## config.mk

```make
export PLATFORM = sky130hd
export DESIGN_NAME = nap_countdown
export DESIGN_NICKNAME = d
export VERILOG_FILES = /design/src/rtl/nap_countdown.sv
export SDC_FILE = /design/constraint.sdc
export NUM_CORES = 1
export LEC_CHECK = 0
export ABC_AREA = 1
export ABC_CLOCK_PERIOD_IN_PS = 2200
export CAP_MARGIN = 20
export CORE_MARGIN = 2
export CORE_UTILIZATION = 54
export CTS_CLUSTER_SIZE = 8
export DETAILED_ROUTE_END_ITERATION = 12
export PLACE_DENSITY_LB_ADDON = 0.1
export REMOVE_ABC_BUFFERS = 1
export SETUP_SLACK_MARGIN = 0.5
export SYNTH_ARGS = -nofsm -noshare
export SYNTH_HDL_FRONTEND = slang
export SYNTH_SLANG_ARGS = --single-unit
```

## constraint.sdc

```tcl
create_clock -name clock -period 2.2 [get_ports clock]
set_input_delay 0.22 -clock clock [delete_from_list [all_inputs] [get_ports clock]]
set_output_delay 0.22 -clock clock [all_outputs]
set_load 0.005 [all_outputs]
```

## src/rtl/nap_countdown.sv

```systemverilog
// Nap countdown engine: loads a clamped BCD m:ss setting, counts it down once per
// prescaled second and holds an alarm at 0:00. Optional snooze under NAP_SNOOZE_EN.
module nap_countdown #(
    parameter int CLK_HZ     = 1000,
    parameter int ALARM_SECS = 10
) (
    input  logic       clock,
    input  logic       reset,
    input  logic       completeSetting,
    input  logic [3:0] one_sec,
    input  logic [3:0] ten_sec,
    input  logic [3:0] one_min,
    input  logic       cancel,
    input  logic       snooze,
    output logic [3:0] rem_one_sec,
    output logic [3:0] rem_ten_sec,
    output logic [3:0] rem_one_min,
    output logic       running,
    output logic       alarm,
    output logic       sec_tick
);

    typedef enum logic [1:0] {
        ST_IDLE  = 2'd0,
        ST_RUN   = 2'd1,
        ST_ALARM = 2'd2
    } state_t;

    localparam int             PW         = (CLK_HZ > 1) ? $clog2(CLK_HZ) : 1;
    localparam logic [PW-1:0]  PRESC_LAST = PW'(CLK_HZ - 1);
    localparam logic [PW-1:0]  PRESC_ZERO = PW'(0);
    localparam logic [PW-1:0]  PRESC_ONE  = PW'(1);
    localparam logic [7:0]     ALARM_LAST = 8'(ALARM_SECS - 1);
    localparam logic [11:0]    SNOOZE_VAL = 12'h005;

    // Saturate a BCD digit at its upper limit.
    function automatic logic [3:0] clamp_digit(input logic [3:0] d, input logic [3:0] lim);
        if (d > lim) begin
            return lim;
        end else begin
            return d;
        end
    endfunction

    // Decrement {min, ten, one} by one second; 0:00 is held rather than wrapped.
    function automatic logic [11:0] bcd_dec(input logic [11:0] v);
        logic [3:0] m, t, o;
        m = v[11:8];
        t = v[7:4];
        o = v[3:0];
        if (v == 12'h000) begin
            return 12'h000;
        end else if (o != 4'd0) begin
            return {m, t, o - 4'd1};
        end else if (t != 4'd0) begin
            return {m, t - 4'd1, 4'd9};
        end else begin
            return {m - 4'd1, 4'd5, 4'd9};
        end
    endfunction

    state_t         state_r, state_s;
    logic [PW-1:0]  presc_r, presc_s;
    logic [7:0]     alarm_cnt_r, alarm_cnt_s;
    logic [11:0]    rem_r, rem_s;
    logic           hist_r;
    logic           tick_r, tick_s;
    logic           load_s;
    logic           snooze_req_s;
    logic           tick_due_s;
    logic [11:0]    load_val_s;
    logic [11:0]    dec_val_s;

`ifdef NAP_SNOOZE_EN
    assign snooze_req_s = snooze;
`else
    logic unused_snooze_s;
    assign unused_snooze_s = snooze;
    assign snooze_req_s    = 1'b0;
`endif

    assign load_s     = completeSetting & ~hist_r;
    assign load_val_s = {clamp_digit(one_min, 4'd9), clamp_digit(ten_sec, 4'd5),
                         clamp_digit(one_sec, 4'd9)};
    assign tick_due_s = (state_r != ST_IDLE) && (presc_r == PRESC_LAST);
    assign dec_val_s  = bcd_dec(rem_r);

    // Next-state logic: cancel > load > snooze > second tick.
    always_comb begin
        state_s     = state_r;
        presc_s     = presc_r;
        alarm_cnt_s = alarm_cnt_r;
        rem_s       = rem_r;
        tick_s      = 1'b0;
        if (cancel) begin
            state_s     = ST_IDLE;
            rem_s       = 12'h000;
            presc_s     = PRESC_ZERO;
            alarm_cnt_s = 8'd0;
        end else if (load_s) begin
            presc_s     = PRESC_ZERO;
            alarm_cnt_s = 8'd0;
            if (load_val_s != 12'h000) begin
                state_s = ST_RUN;
                rem_s   = load_val_s;
            end else begin
                state_s = ST_IDLE;
                rem_s   = 12'h000;
            end
        end else if (snooze_req_s && (state_r == ST_ALARM)) begin
            state_s     = ST_RUN;
            rem_s       = SNOOZE_VAL;
            presc_s     = PRESC_ZERO;
            alarm_cnt_s = 8'd0;
        end else begin
            case (state_r)
                ST_IDLE: begin
                    presc_s = PRESC_ZERO;
                end
                ST_RUN: begin
                    if (tick_due_s) begin
                        tick_s  = 1'b1;
                        presc_s = PRESC_ZERO;
                        rem_s   = dec_val_s;
                        if (dec_val_s == 12'h000) begin
                            state_s     = ST_ALARM;
                            alarm_cnt_s = 8'd0;
                        end else begin
                            state_s = ST_RUN;
                        end
                    end else begin
                        presc_s = presc_r + PRESC_ONE;
                    end
                end
                ST_ALARM: begin
                    rem_s = 12'h000;
                    if (tick_due_s) begin
                        tick_s  = 1'b1;
                        presc_s = PRESC_ZERO;
                        if (alarm_cnt_r >= ALARM_LAST) begin
                            state_s     = ST_IDLE;
                            alarm_cnt_s = 8'd0;
                        end else begin
                            alarm_cnt_s = alarm_cnt_r + 8'd1;
                        end
                    end else begin
                        presc_s = presc_r + PRESC_ONE;
                    end
                end
                default: begin
                    state_s     = ST_IDLE;
                    rem_s       = 12'h000;
                    presc_s     = PRESC_ZERO;
                    alarm_cnt_s = 8'd0;
                end
            endcase
        end
    end

    // State, counters, digits and setting-edge history.
    always_ff @(posedge clock) begin
        if (reset) begin
            state_r     <= ST_IDLE;
            presc_r     <= PRESC_ZERO;
            alarm_cnt_r <= 8'd0;
            rem_r       <= 12'h000;
            hist_r      <= 1'b0;
            tick_r      <= 1'b0;
        end else begin
            state_r     <= state_s;
            presc_r     <= presc_s;
            alarm_cnt_r <= alarm_cnt_s;
            rem_r       <= rem_s;
            hist_r      <= completeSetting;
            tick_r      <= tick_s;
        end
    end

    assign rem_one_min = rem_r[11:8];
    assign rem_ten_sec = rem_r[7:4];
    assign rem_one_sec = rem_r[3:0];
    assign running     = (state_r == ST_RUN);
    assign alarm       = (state_r == ST_ALARM);
    assign sec_tick    = tick_r;

endmodule
```

==> flow_metrics.env <==
export IMPL_status="complete, no violations"
export IMPL_syn_inst=312
export IMPL_insertion_delay_ns=0.29
export IMPL_firstDrtPassIters=9
export IMPL_cp_end_kind="register"
export IMPL_slowest_delay_ns=0.35
export IMPL_tns_ns=0
export IMPL_critPathKind="register to register"
export IMPL_final_min_clock_period_ns=2.039
export IMPL_avgSynthCellArea_sq_um=6.749
export IMPL_fin_nets=413
export IMPL_cts_root_buf="clkbuf_8"
export IMPL_start_util_pct=56.67
export IMPL_die_area_sq_um=4415
export IMPL_critPathLaunchType="register"
export IMPL_hp_class="register to register"
export IMPL_hold_buffers=0
export IMPL_die_h_microns=66.45
export IMPL_hpwl_mm=3.771
export IMPL_cp_buffers_inverters=1
export IMPL_fmax_ghz=0.4904
export IMPL_crit_slowest_cell="dfxtp_1"
export IMPL_synth_distinct_cells=30
export IMPL_fill_cells=235
export IMPL_power_per_cell_area_nw_per_um2=532.1
export IMPL_grt_antenna_before_repair=0
export IMPL_clk_pin_slew_worst_paths_ns=0.07
export IMPL_grt_max_degree=15
export IMPL_period_share_pct=92.69
export IMPL_gp_congestion=0.8851
export IMPL_crit_chain="inv_2 > ha_1 > nand3_2 > nand3b_4 > nand2_2 > nand2_1 > nor2_2 > nand2_2 > o21bai_4 > nand2_4 > nand2_2 > nor2_1"
export IMPL_arrival_ns=2.22
export IMPL_preCtsSetupSlack_ns=0.1096
export IMPL_rsz0062_at_grt="yes"
export IMPL_ys_seq_area_share_pct=32.32
export IMPL_overflow=0
export IMPL_skew_ns=0.01082
export IMPL_drt_total_wl_mm=7.047
export IMPL_h_tree_depth=2
export IMPL_hold_viol_final=0
export IMPL_drv_slew=0
export IMPL_fin_ws_ns=0.1608
export IMPL_crit_family="simple AND/OR/NAND/NOR gates"
export IMPL_rows=22
export IMPL_diodes=0
export IMPL_vias_per_cell=6.000
export IMPL_core_area_sq_um=3716
export IMPL_final_common_cell="nand2_1"
export IMPL_syn_to_final_growth_pct=49.14
export IMPL_port_buffers=30
export IMPL_cts_made_buffers=5
export IMPL_cap_violations=0
export IMPL_track_usage_pct=27.82
export IMPL_num_vias=2586
export IMPL_ioPinCount=32
export IMPL_layout_common_cells="nand2_1 (56), nor2_1 (42), clkdlybuf4s50_1 (30)"
export IMPL_cts_buffer_depth=2
export IMPL_drc_errors=0
export IMPL_post_drt_wl_per_cell_microns=16.35
export IMPL_grt_pass1_wl_mm=9.390
export IMPL_worst_slew_pin_slew_ns=0.3226
export IMPL_final_util_pct=84.51
export IMPL_drive_above_1_share_pct=30.55
export IMPL_total_leakage_power_nw=1.239
export IMPL_die_w_microns=66.45
export IMPL_crit_required_ns=2.38
export IMPL_ant_nets=0
export IMPL_setup_viol=0
export IMPL_drt_initial_drc_count=307
export IMPL_cts_sinks=34
export IMPL_grt_pass1_vias=2191
export IMPL_peakVddDrop_uv=430.3
export IMPL_netlist_area_sq_um=2106
export IMPL_cts_tree="yes"
export IMPL_critPathMaxFanout=7
export IMPL_synth_seq_cells=34
export IMPL_ys_warn_count=0
export IMPL_relSlewSlack_pct=78.29
export IMPL_crit_top_cell="nand2_2"
-- synthesized netlist by cell type --
cell,instances,area (sq um)
o21ai_0,12,60.06
inv_1,35,131.4
nand3b_4,1,20.02
nand2_2,1,6.260
or2_2,4,25.02
o22ai_1,4,25.02
nand3_1,26,130.1
nor3b_1,4,30.03
nor3_1,6,30.03
o21a_1,1,7.510
nand4_1,5,31.28
dfxtp_1,34,680.7
nand2_4,1,11.26
a21oi_1,16,80.08
ha_1,12,150.1
nor2_4,4,45.04
xor2_1,3,26.28
o21bai_1,1,7.510
clkbuf_1,1,3.750
clkinv_1,2,7.510
nor2_1,47,176.4
o211ai_1,1,7.510
a41oi_1,1,8.760
a211oi_1,4,30.03
o21bai_4,1,18.77
nand3_2,2,20.02
nand2_1,72,270.3
buf_2,3,15.01
nor4_1,1,6.260
a31oi_1,7,43.79
-- worst min-delay path, stage by stage, from the launching register on --
cell,delay [ns]
dfxtp_1,0.32
nand2_2,0.06
nor2_1,0.03
-- routing by layer --
metal	routed length, microns	vias up	global-route usage, %
li1	-	1179	-
met2	3493	151	48.63
met4	225	0	10.20
met1	2738	1223	34.25
met5	0	-	0
met3	589	33	4.259
-- per-stage QoR --
step | std cells | total power [W] | cell area [sq um] | hold WS, ns
floorplan | 308 | 0.0008805 | 2087 | 0.2924
global placement | 394 | 0.0009906 | 2507 | 0.4272
detailed placement | 394 | 0.0009973 | 2507 | 0.4287
CTS | 418 | 0.001523 | 2825 | 0.4219
global route | 431 | 0.001729 | 3141 | 0.4630
finish | 431 | 0.001671 | 3141 | 0.4413
-- worst paths after layout --
kind,slack [ns],start,cells past startpoint,end
min reg2reg,0.44,alarm_cnt_r[5],2,alarm_cnt_r[5]
min,0.44,alarm_cnt_r[5],2,alarm_cnt_r[5]
max reg2reg,0.16,rem_r[9],12,alarm_cnt_r[6]
max,0.16,rem_r[9],12,alarm_cnt_r[6]
-- repair_timing --
action,4_1_cts,5_1_grt
cloned,2,1
pin swaps,18,27
setup buffers,16,12
resized for setup,33,51
endpoints found under the setup margin,21,33
-- power breakdown --
group	switching, W	total [W]	internal (W)
logic	0.000314	0.000568	0.000254
clock network	0.000219	0.000461	0.000241
registers	0.0000141	0.000643	0.000628
-- final cells by class --
type | instances | area [sq um] | area share [%]
Clock buffer | 6 | 82.58 | 2.629
Tap cell | 48 | 60.06 | 1.912
Timing Repair inverter | 1 | 7.507 | 0.2390
Sequential cell | 34 | 690.7 | 21.99
Multi-Input combinational cell | 238 | 1514 | 48.21
Inverter | 37 | 142.6 | 4.542
Timing Repair Buffer | 67 | 643.1 | 20.48
-- flip-flops by register name, summed over array words and instances (netlist names) --
register,cells
sec_tick,1
rem_r,12
presc_r,10
alarm_cnt_r,8
state_r,2
hist_r,1
-- logic make-up after synthesis --
kind of cell / after synthesis / share of synthesized area [%]
compound gates: 48 / 13.73
xor+xnor: 3 / 1.248
fa+ha+maj: 12 / 7.130
buf+inv: 41 / 7.487
flops: 34 / 32.32
simple gates: 174 / 38.09
Note: power is estimated with default switching activity, not from simulation.
